$ cat config.mk
export PLATFORM = sky130hd
export DESIGN_NAME = hotkey_combo_controller
export DESIGN_NICKNAME = d
export VERILOG_FILES = /design/src/rtl/hotkey_pkg.sv /design/src/rtl/combo_priority_match.sv /design/src/rtl/hotkey_combo_controller.sv
export SDC_FILE = /design/constraint.sdc
export NUM_CORES = 1
export LEC_CHECK = 0
export BUFFER_PORTS_ARGS = -buffer_cell sky130_fd_sc_hd__buf_4
export CAP_MARGIN = 10
export CORE_ASPECT_RATIO = 1.2
export CORE_MARGIN = 1.5
export CORE_UTILIZATION = 35
export DETAILED_ROUTE_END_ITERATION = 12
export PLACE_DENSITY = 0.66
export REMOVE_ABC_BUFFERS = 1
export SLEW_MARGIN = 20
export SYNTH_ARGS = -nofsm -noshare
export SYNTH_HDL_FRONTEND = slang
export SYNTH_SLANG_ARGS = --single-unit
$ cat constraint.sdc
create_clock -name clk -period 3.3 [get_ports clk]
set_input_delay 0.66 -clock clk [delete_from_list [all_inputs] [get_ports clk]]
set_output_delay 0.66 -clock clk [all_outputs]
set_load 0.02 [all_outputs]
$ cat src/rtl/hotkey_pkg.sv
// rtl/hotkey_pkg.sv - shared types and defaults for the hotkey combo controller
package hotkey_pkg;

  typedef enum logic [1:0] {
    ST_IDLE         = 2'd0,
    ST_HOLD         = 2'd1,
    ST_WAIT_RELEASE = 2'd2
  } hk_state_e;

  localparam int          HK_BTN_W    = 16;
  localparam int          HK_N_COMBOS = 4;
  // 2 s at 28.375160 MHz
  localparam int unsigned HOLD_2S_28M = 32'd56750320;

  // Width of an index into N combos; never narrower than one bit.
  function automatic int owner_w(input int n);
    return (n > 1) ? $clog2(n) : 1;
  endfunction

endpackage

$ cat src/rtl/combo_priority_match.sv
// rtl/combo_priority_match.sv - per-combo mask match and lowest-index winner
module combo_priority_match
  import hotkey_pkg::*;
#(
  parameter int N_COMBOS = HK_N_COMBOS,
  parameter int BTN_W    = HK_BTN_W,
  localparam int OW      = owner_w(N_COMBOS)
) (
  input  logic [BTN_W-1:0]          buttons,
  input  logic [N_COMBOS*BTN_W-1:0] combo_mask,
  output logic [N_COMBOS-1:0]       match,
  output logic [OW-1:0]             winner,
  output logic                      any_match
);

  // A combo matches when its mask is non-empty and every masked button is down;
  // extra pressed buttons do not prevent a match.
  always_comb begin
    logic [BTN_W-1:0] m;
    m     = '0;
    match = '0;
    for (int i = 0; i < N_COMBOS; i++) begin
      m        = combo_mask[i*BTN_W +: BTN_W];
      match[i] = (|m) && ((buttons & m) == m);
    end
  end

  // Lowest index wins: scan from the top so lower indices overwrite.
  always_comb begin
    winner = '0;
    for (int i = N_COMBOS - 1; i >= 0; i--) begin
      if (match[i]) winner = OW'(i);
    end
  end

  assign any_match = |match;

endmodule

$ cat src/rtl/hotkey_combo_controller.sv
// rtl/hotkey_combo_controller.sv - shared hold timer arbitrated among button combos
module hotkey_combo_controller
  import hotkey_pkg::*;
#(
  parameter int          N_COMBOS    = HK_N_COMBOS,
  parameter int          BTN_W       = HK_BTN_W,
  parameter int unsigned HOLD_CYCLES = HOLD_2S_28M,
  localparam int         OW          = owner_w(N_COMBOS)
) (
  input  logic                      clk,
  input  logic                      reset_n,
  input  logic                      enable,
  input  logic [BTN_W-1:0]          buttons,
  input  logic [N_COMBOS*BTN_W-1:0] combo_mask,
  output logic [N_COMBOS-1:0]       fire_pulse,
  output logic [N_COMBOS-1:0]       toggle_state,
  output logic [OW-1:0]             owner,
  output logic                      holding
);

  // Terminal count; comparing against it keeps the counter from ever wrapping.
  localparam logic [31:0] HOLD_LAST = HOLD_CYCLES - 32'd1;

  hk_state_e             state_q, state_d;
  logic [31:0]           cnt_q, cnt_d;
  logic [OW-1:0]         owner_q, owner_d;
  logic [N_COMBOS-1:0]   fire_q, fire_d;
  logic [N_COMBOS-1:0]   tog_q, tog_d;

  logic [N_COMBOS-1:0]   match;
  logic [OW-1:0]         winner;
  logic                  any_match;
  logic [BTN_W-1:0]      owner_mask;

  combo_priority_match #(
    .N_COMBOS (N_COMBOS),
    .BTN_W    (BTN_W)
  ) u_match (
    .buttons    (buttons),
    .combo_mask (combo_mask),
    .match      (match),
    .winner     (winner),
    .any_match  (any_match)
  );

  assign owner_mask = combo_mask[32'(owner_q)*BTN_W +: BTN_W];

  // Next-state logic: disable overrides everything, release beats preemption.
  always_comb begin
    state_d = state_q;
    cnt_d   = cnt_q;
    owner_d = owner_q;
    fire_d  = '0;
    tog_d   = tog_q;
    if (!enable) begin
      state_d = ST_IDLE;
      cnt_d   = '0;
    end else begin
      case (state_q)
        ST_IDLE: begin
          if (any_match) begin
            owner_d = winner;
            cnt_d   = '0;
            state_d = ST_HOLD;
          end
        end
        ST_HOLD: begin
          if (!match[owner_q]) begin
            state_d = ST_IDLE;
            cnt_d   = '0;
          end else if (winner < owner_q) begin
            owner_d = winner;
            cnt_d   = '0;
          end else if (cnt_q == HOLD_LAST) begin
            fire_d[owner_q] = 1'b1;
            tog_d[owner_q]  = ~tog_q[owner_q];
            cnt_d           = '0;
            state_d         = ST_WAIT_RELEASE;
          end else begin
            cnt_d = cnt_q + 32'd1;
          end
        end
        ST_WAIT_RELEASE: begin
          // Wait for every button of the fired combo to lift; no auto-repeat.
          if ((buttons & owner_mask) == '0) state_d = ST_IDLE;
        end
        default: begin
          state_d = ST_IDLE;
          cnt_d   = '0;
        end
      endcase
    end
  end

  // State, timer and output registers with asynchronous clear.
  always_ff @(posedge clk or negedge reset_n) begin
    if (!reset_n) begin
      state_q <= ST_IDLE;
      cnt_q   <= '0;
      owner_q <= '0;
      fire_q  <= '0;
      tog_q   <= '0;
    end else begin
      state_q <= state_d;
      cnt_q   <= cnt_d;
      owner_q <= owner_d;
      fire_q  <= fire_d;
      tog_q   <= tog_d;
    end
  end

  assign fire_pulse   = fire_q;
  assign toggle_state = tog_q;
  assign owner        = owner_q;
  assign holding      = (state_q == ST_HOLD);

endmodule

==> summary.txt, run 1 <==
Job
  • MaxCap Viol Count: 0

Synthesis
  • #FFs+latches synth: 44
  • Cell taking the most area after synthesis: dfrtp_1
  • Sequential cell area fraction in the yosys report: 0.297
  • Post-synthesis async set-or-reset flop share: 1.00
  • Post-synth cell types: 53
  • Syn avg cell area: 8.14 sq um
  • Gate Count Post-Synth: 456
  • EDFF count, synth: 0
  • Ys flop type: dfrtp_1
  • Synthesized area: 3710 sq um
  • Ranking of synthesized cells by area: dfrtp_1 30%, nor2b_1 7.6%, nand2_1 6.3%
  • Yosys top cell area share: 0.297
  • Warnings from Yosys: 0

Route
  • Drt total wl: 14.5 mm
  • Drt wl/cell: 19.2 microns
  • Via count: 4,321
  • Routed Antenna Nets: 0
  • Vias/cell: 5.71
  • First drt pass iteration count: 5
  • # DRC: 0
  • DRT iter0 DRCs: 157

Worst setup path
  • R2R depth: 8
  • Slowest cell on crit path: a2111oi_1
  • Critical Path Fanout Max: 5
  • Flop-to-flop setup slack: 0.91 ns
  • Crit. End Element: flop
  • CP cell instances: buf_4, inv_1, a2111oi_1, nand4_1, o22ai_2, nor2_2, ha_2, nand2b_4, o32a_1, o31ai_4, and4b_2, buf_6, and3_1, a221o_1
  • WP data required: 3.47 ns
  • R2r endpoint: cnt_q[11]
  • Crit path DAT: 3.47 ns
  • Kind of critical path: in2reg
  • Startpoint Class: input port
  • CP peak stage delay: 0.54 ns
  • Reg2reg start: cnt_q[10]

Clock tree
  • Clock Tree Root: clkbuf_16
  • CTS tree: done
  • # clock sinks: 44
  • Clk slew on worst S/H paths: 0.06 ns
  • Worst-Skew Late Latency: 0.29 ns
  • Max Root-Sink Buffers: 2
  • CTS H-Tree Depth: 2
  • CTS Buf Count: 5

Die
  • Starting Density: 0.356
  • I/O pin cnt: 94
  • Core Rows: 41
  • Total core area: 10,400 sq um
  • Die Y: 116 microns
  • Die W: 97 microns
  • Die area: 11,200 sq um

Timing
  • Skew final: 0.00456 ns
  • Fin. max-slew vios: 0
  • Peak Freq: 0.303 GHz
  • Final WS setup: 0.00302 ns
  • Slew @ Worst Pin: 0.574 ns
  • Fin crit share: 0.999
  • Max-slew headroom: 0.618
  • Final setup viols: 0
  • Final Hold Fails: 0
  • Unrepaired setup endpoints after global routing: true
  • Period minus WS final: 3.30 ns

Layout
  • Layout Area Growth over Synthesis: 50.5%
  • Most frequent cells in the layout: 177 x buf_4, 62 x nand2_1, 44 x dfrtp_1, 42 x nand3_1, 39 x nor2b_1
  • Antenna Cells: 0
  • Share of cells above drive strength 1: 0.374
  • Most common cell after layout, fill and taps aside: buf_4
  • Final core occ: 0.536
  • Final Net Count: 712
  • Finished Layout Cells: 757
  • Final instance area: 5580 sq um

Global route
  • Largest net degree at the start of global routing: 45
  • Antenna violations before repair: 0
  • Total gr overflow: 0
  • Vias in the first global route: 4,251
  • GR Util All Layers: 0.250
  • Global-route wire length before repair: 22.0 mm

Place
  • Routability-driven placement congestion ratio: 0.960
  • IO buf count: 93
  • Area after DPL: 5110 sq um
  • Dpl hpwl: 11.6 mm
  • Place WS: -0.492 ns
  • # placed instances: 742

Hold path
  • HP Class: in2async

Power
  • Maximum VDD drop: 0.182 mV
  • Lkg Pwr: 2.55 nW
  • Pwr per Cell Area: 267 nW/um^2

Run status
  • Status: completed
-- what timing repair did --
action                                  4_1_cts  5_1_grt
gates cloned                                  0        1
buffers inserted                              2        6
pin swaps                                    10       18
endpoints found under the setup margin       26       32
hold buffers                                  0        0
resized for setup                            20       34
-- how the worst max path moves through the flow --
stage | from | slack, ns | end | cells after the start
after global placement | combo_mask[11] | -0.46 | cnt_q[7] | 15
after global routing | buttons[12] | -0.17 | cnt_q[11] | 14
after CTS | combo_mask[58] | -0.01 | cnt_q[11] | 15
after detailed placement | combo_mask[11] | -0.49 | cnt_q[14] | 15
final | buttons[12] | 0.003 | cnt_q[11] | 14
after floorplan | combo_mask[59] | -0.60 | cnt_q[10] | 13
-- cell families (layout without fill, tap and decap cells) --
kind of cell | count (synthesis) | after routing | synth area share
simple gates | 276 | 276 | 0.402
compound gates | 59 | 59 | 0.120
flops | 44 | 44 | 0.297
buf+inv | 37 | 209 | 0.0435
mux | 28 | 28 | 0.107
xor+xnor | 10 | 10 | 0.0236
fa+ha+maj | 2 | 2 | 0.00674
-- cells in the mapped netlist (all sizes together), types with 3 or more instances --
cell type / number
xnor2: 4
mux4: 9
a2111o: 4
nor4: 27
mux2: 3
dfrtp: 44
xor2: 6
nand3b: 12
nand4: 12
nand2: 62
o22ai: 11
nor2: 31
o21ai: 12
a221o: 3
a2111oi: 10
and2: 4
mux2i: 16
nor3: 9
inv: 16
nor2b: 45
and3: 12
clkbuf: 15
buf: 6
nand3: 43
a21oi: 4
nand2b: 4
a22oi: 5
-- metrics by stage --
step | power, mW | TNS [ns] | hold slack [ns]
after floorplan | 0.653 | -7.73 | 0.364
after global placement | 0.891 | -13.03 | 0.460
after detailed placement | 0.888 | -14.13 | 0.460
after CTS | 1.47 | -0.0277 | 0.389
after global routing | 1.54 | -2.36 | 0.411
final | 1.49 | 0 | 0.366
-- power by group --
part           switching [mW]  internal, mW  leakage [nW]
Sequential           0.000592         0.540         0.615
Clock                   0.215         0.360        0.0804
Combinational           0.177         0.199          1.86
Total                   0.393          1.10          2.55
-- registers in the layout, summed over array words and instances, names as in the netlist --
signal        count
state_q           2
toggle_state      4
fire_pulse        4
owner             2
cnt_q            32
-- worst max-delay path, delay by kind of cell --
| family | cells | cell delay (ns) |
|---|---|---|
| compound gates | 5 | 1.39 |
| fa+ha+maj | 1 | 0.18 |
| buf+inv | 3 | 0.36 |
| simple gates | 5 | 0.88 |
-- layer usage --
metal	up-vias	GRT usage	routed length [microns]
met5	-	0	0
met4	0	0.144	852
met3	43	0.0259	622
met2	164	0.457	7330
met1	2080	0.287	5730
li1	2034	-	-
-- final cells by class --
cell class | count | area [sq um]
well taps | 129 | 161
fillers | 983 | 4830
clock buffers | 5 | 125
repair buffers | 185 | 1450
clock inverters | 3 | 46.3
flip-flops and latches | 44 | 1100
inverters | 16 | 60.1
multi-input cells | 375 | 2650
Note: power is estimated with default switching activity, not from simulation.
==> run 2: changes to the inputs <==
--- a/config.mk
+++ b/config.mk
@@ -13,6 +13,7 @@
 export DETAILED_ROUTE_END_ITERATION = 12
 export PLACE_DENSITY = 0.66
 export REMOVE_ABC_BUFFERS = 1
+export SETUP_SLACK_MARGIN = 0.05
 export SLEW_MARGIN = 20
 export SYNTH_ARGS = -nofsm -noshare
 export SYNTH_HDL_FRONTEND = slang
==> run 2 against run 1 <==
  * Sequential share of layout area shrank 0.43 points
  * Clock-buffer cell count did not move
  * Final cell count is 0.53% higher
  * Largest cell class unchanged
  * Critical endpoint is now cnt_q[10]
  * Combinational power rose by 1%
==> summary.txt, run 2 (synthesis gave the netlist of run 1 again) <==
Run status
  • Status: completed

Route
  • First drt pass iteration count: 4
  • Drt total wl: 14.6 mm
  • Vias/cell: 5.70
  • Via count: 4,334
  • DRT iter0 DRCs: 142
  • # DRC: 0
  • Routed Antenna Nets: 0
  • Drt wl/cell: 19.2 microns

Timing
  • Period minus WS final: 3.29 ns
  • Unrepaired setup endpoints after global routing: true
  • Final setup viols: 0
  • Slew @ Worst Pin: 0.577 ns
  • TNS Setup: 0 ns
  • Skew final: 0.00331 ns
  • Max-slew headroom: 0.616
  • Fin. max-slew vios: 0
  • Fin crit share: 0.996
  • Peak Freq: 0.304 GHz
  • Final Hold Fails: 0
  • Final hold slack: 0.364 ns

Layout
  • Final instance area: 5710 sq um
  • Multi-input gate area in the final layout: 2700 sq um
  • Layout Area Growth over Synthesis: 53.8%
  • Max FFs per register: 32
  • Final core occ: 0.548
  • Most common cell after layout, fill and taps aside: buf_4
  • Final Net Count: 716
  • Sequential cell area: 1100 sq um
  • Antenna Cells: 0
  • Biggest register: cnt_q
  • Share of cells above drive strength 1: 0.394
  • Fillers: 963
  • Most frequent cells in the layout: 176 x buf_4, 61 x nand2_1, 44 x dfrtp_1, 36 x nor2b_1, 35 x nand3_1

Die
  • Die W: 97 microns
  • Die Y: 116 microns
  • I/O pin cnt: 94
  • Die area: 11,200 sq um
  • Total core area: 10,400 sq um
  • Core Rows: 41
  • Starting Density: 0.356

Place
  • IO buf count: 93
  • Dpl hpwl: 11.6 mm
  • Routability-driven placement congestion ratio: 0.960
  • Area after DPL: 5110 sq um

Clock tree
  • Max Root-Sink Buffers: 2
  • Worst-Skew Late Latency: 0.29 ns
  • CTS tree: done
  • Clock Tree Root: clkbuf_16
  • CTS H-Tree Depth: 2
  • Hold Buf Count CTS: 0
  • CTS Buf Count: 5
  • Clk slew on worst S/H paths: 0.06 ns
  • # clock sinks: 44

Worst setup path
  • CP peak stage delay: 0.49 ns
  • WP data required: 3.52 ns
  • R2r endpoint: cnt_q[11]
  • Kind of critical path: in2reg
  • Crit path DAT: 3.51 ns
  • Critical Path Fanout Max: 5
  • Reg2reg start: cnt_q[10]
  • R2R depth: 8
  • Startpoint Class: input port
  • Crit. End Element: flop
  • CP cell instances: buf_8, buf_6, nor2b_4, a2111o_1, nor4_4, and2_4, nor2_4, nor2_2, ha_2, nand2b_4, o32a_1, o31ai_4, and4b_2, or4b_4, nand3_2
  • Slowest cell on crit path: or4b_4
  • Flop-to-flop setup slack: 0.87 ns

Power
  • Total Power Consumption: 1.50 mW
  • Pwr per Cell Area: 262 nW/um^2
  • Lkg Pwr: 2.62 nW
  • Maximum VDD drop: 0.182 mV

Global route
  • GR Util All Layers: 0.254
  • Antenna violations before repair: 0
  • Total gr overflow: 0
  • Global-route wire length before repair: 22.4 mm
  • Vias in the first global route: 4,302
  • Largest net degree at the start of global routing: 45

Hold path
  • HP Class: in2async

Job
  • MaxCap Viol Count: 0
-- run 2: cell count changes in the layout (fill, tap and decap cells not counted), moves of 3 or more --
cell / delta
nor2b_4: +4
nand3_2: +7
nand3_1: -7
nor2b_1: -3
buf_6: +3
-- run 2: cell type report --
class / count / area share
Clock inverter: 3 / 0.00811
Tap cell: 129 / 0.0283
Multi-Input combinational cell: 375 / 0.474
Inverter: 16 / 0.0105
Sequential cell: 44 / 0.193
Timing Repair Buffer: 189 / 0.265
Clock buffer: 5 / 0.0219
-- run 2: timing repair --
action,CTS,global route
pin swaps,13,22
hold endpoints to repair,0,0
cloned,0,2
resized for setup,36,37
endpoints found under the setup margin,28,24
buffers inserted,5,4
-- run 2: power by group --
group	total, mW	internal (mW)	leakage [nW]	switching, mW
clock network	0.576	0.360	0.0804	0.216
logic	0.380	0.204	1.93	0.177
registers	0.541	0.540	0.615	0.000658
total	1.50	1.10	2.62	0.394
-- run 2: worst max-delay path by stage --
stage | slack, ns | endpoint | from | cells after the start
2_1_floorplan | -0.60 | cnt_q[10] | combo_mask[59] | 13
3_3_place_gp | -0.46 | cnt_q[7] | combo_mask[11] | 15
3_5_place_dp | -0.49 | cnt_q[14] | combo_mask[11] | 15
4_1_cts | 0.05 | cnt_q[10] | combo_mask[57] | 15
5_1_grt | -0.09 | cnt_q[10] | combo_mask[62] | 14
6_report | 0.01 | cnt_q[10] | buttons[15] | 15
-- run 2: worst max-delay path, delay by kind of cell --
kind            cells  cell delay (ns)
simple gates        9             1.75
buf+inv             2             0.18
fa+ha+maj           1             0.19
compound gates      3             0.72
-- run 2: stage by stage --
stage                     worst slack (ns)  std cells
after floorplan                     -0.599        435
final                               0.0127        761
after global placement              -0.463        742
after global routing               -0.0896        761
after detailed placement            -0.492        742
after CTS                           0.0453        755
-- run 2: metal layers --
metal,wire length [microns],vias to the layer above,global-route usage
met5,0,-,0
met2,7390,176,0.462
li1,-,2044,-
met3,710,41,0.0283
met1,5610,2073,0.289
met4,881,0,0.156
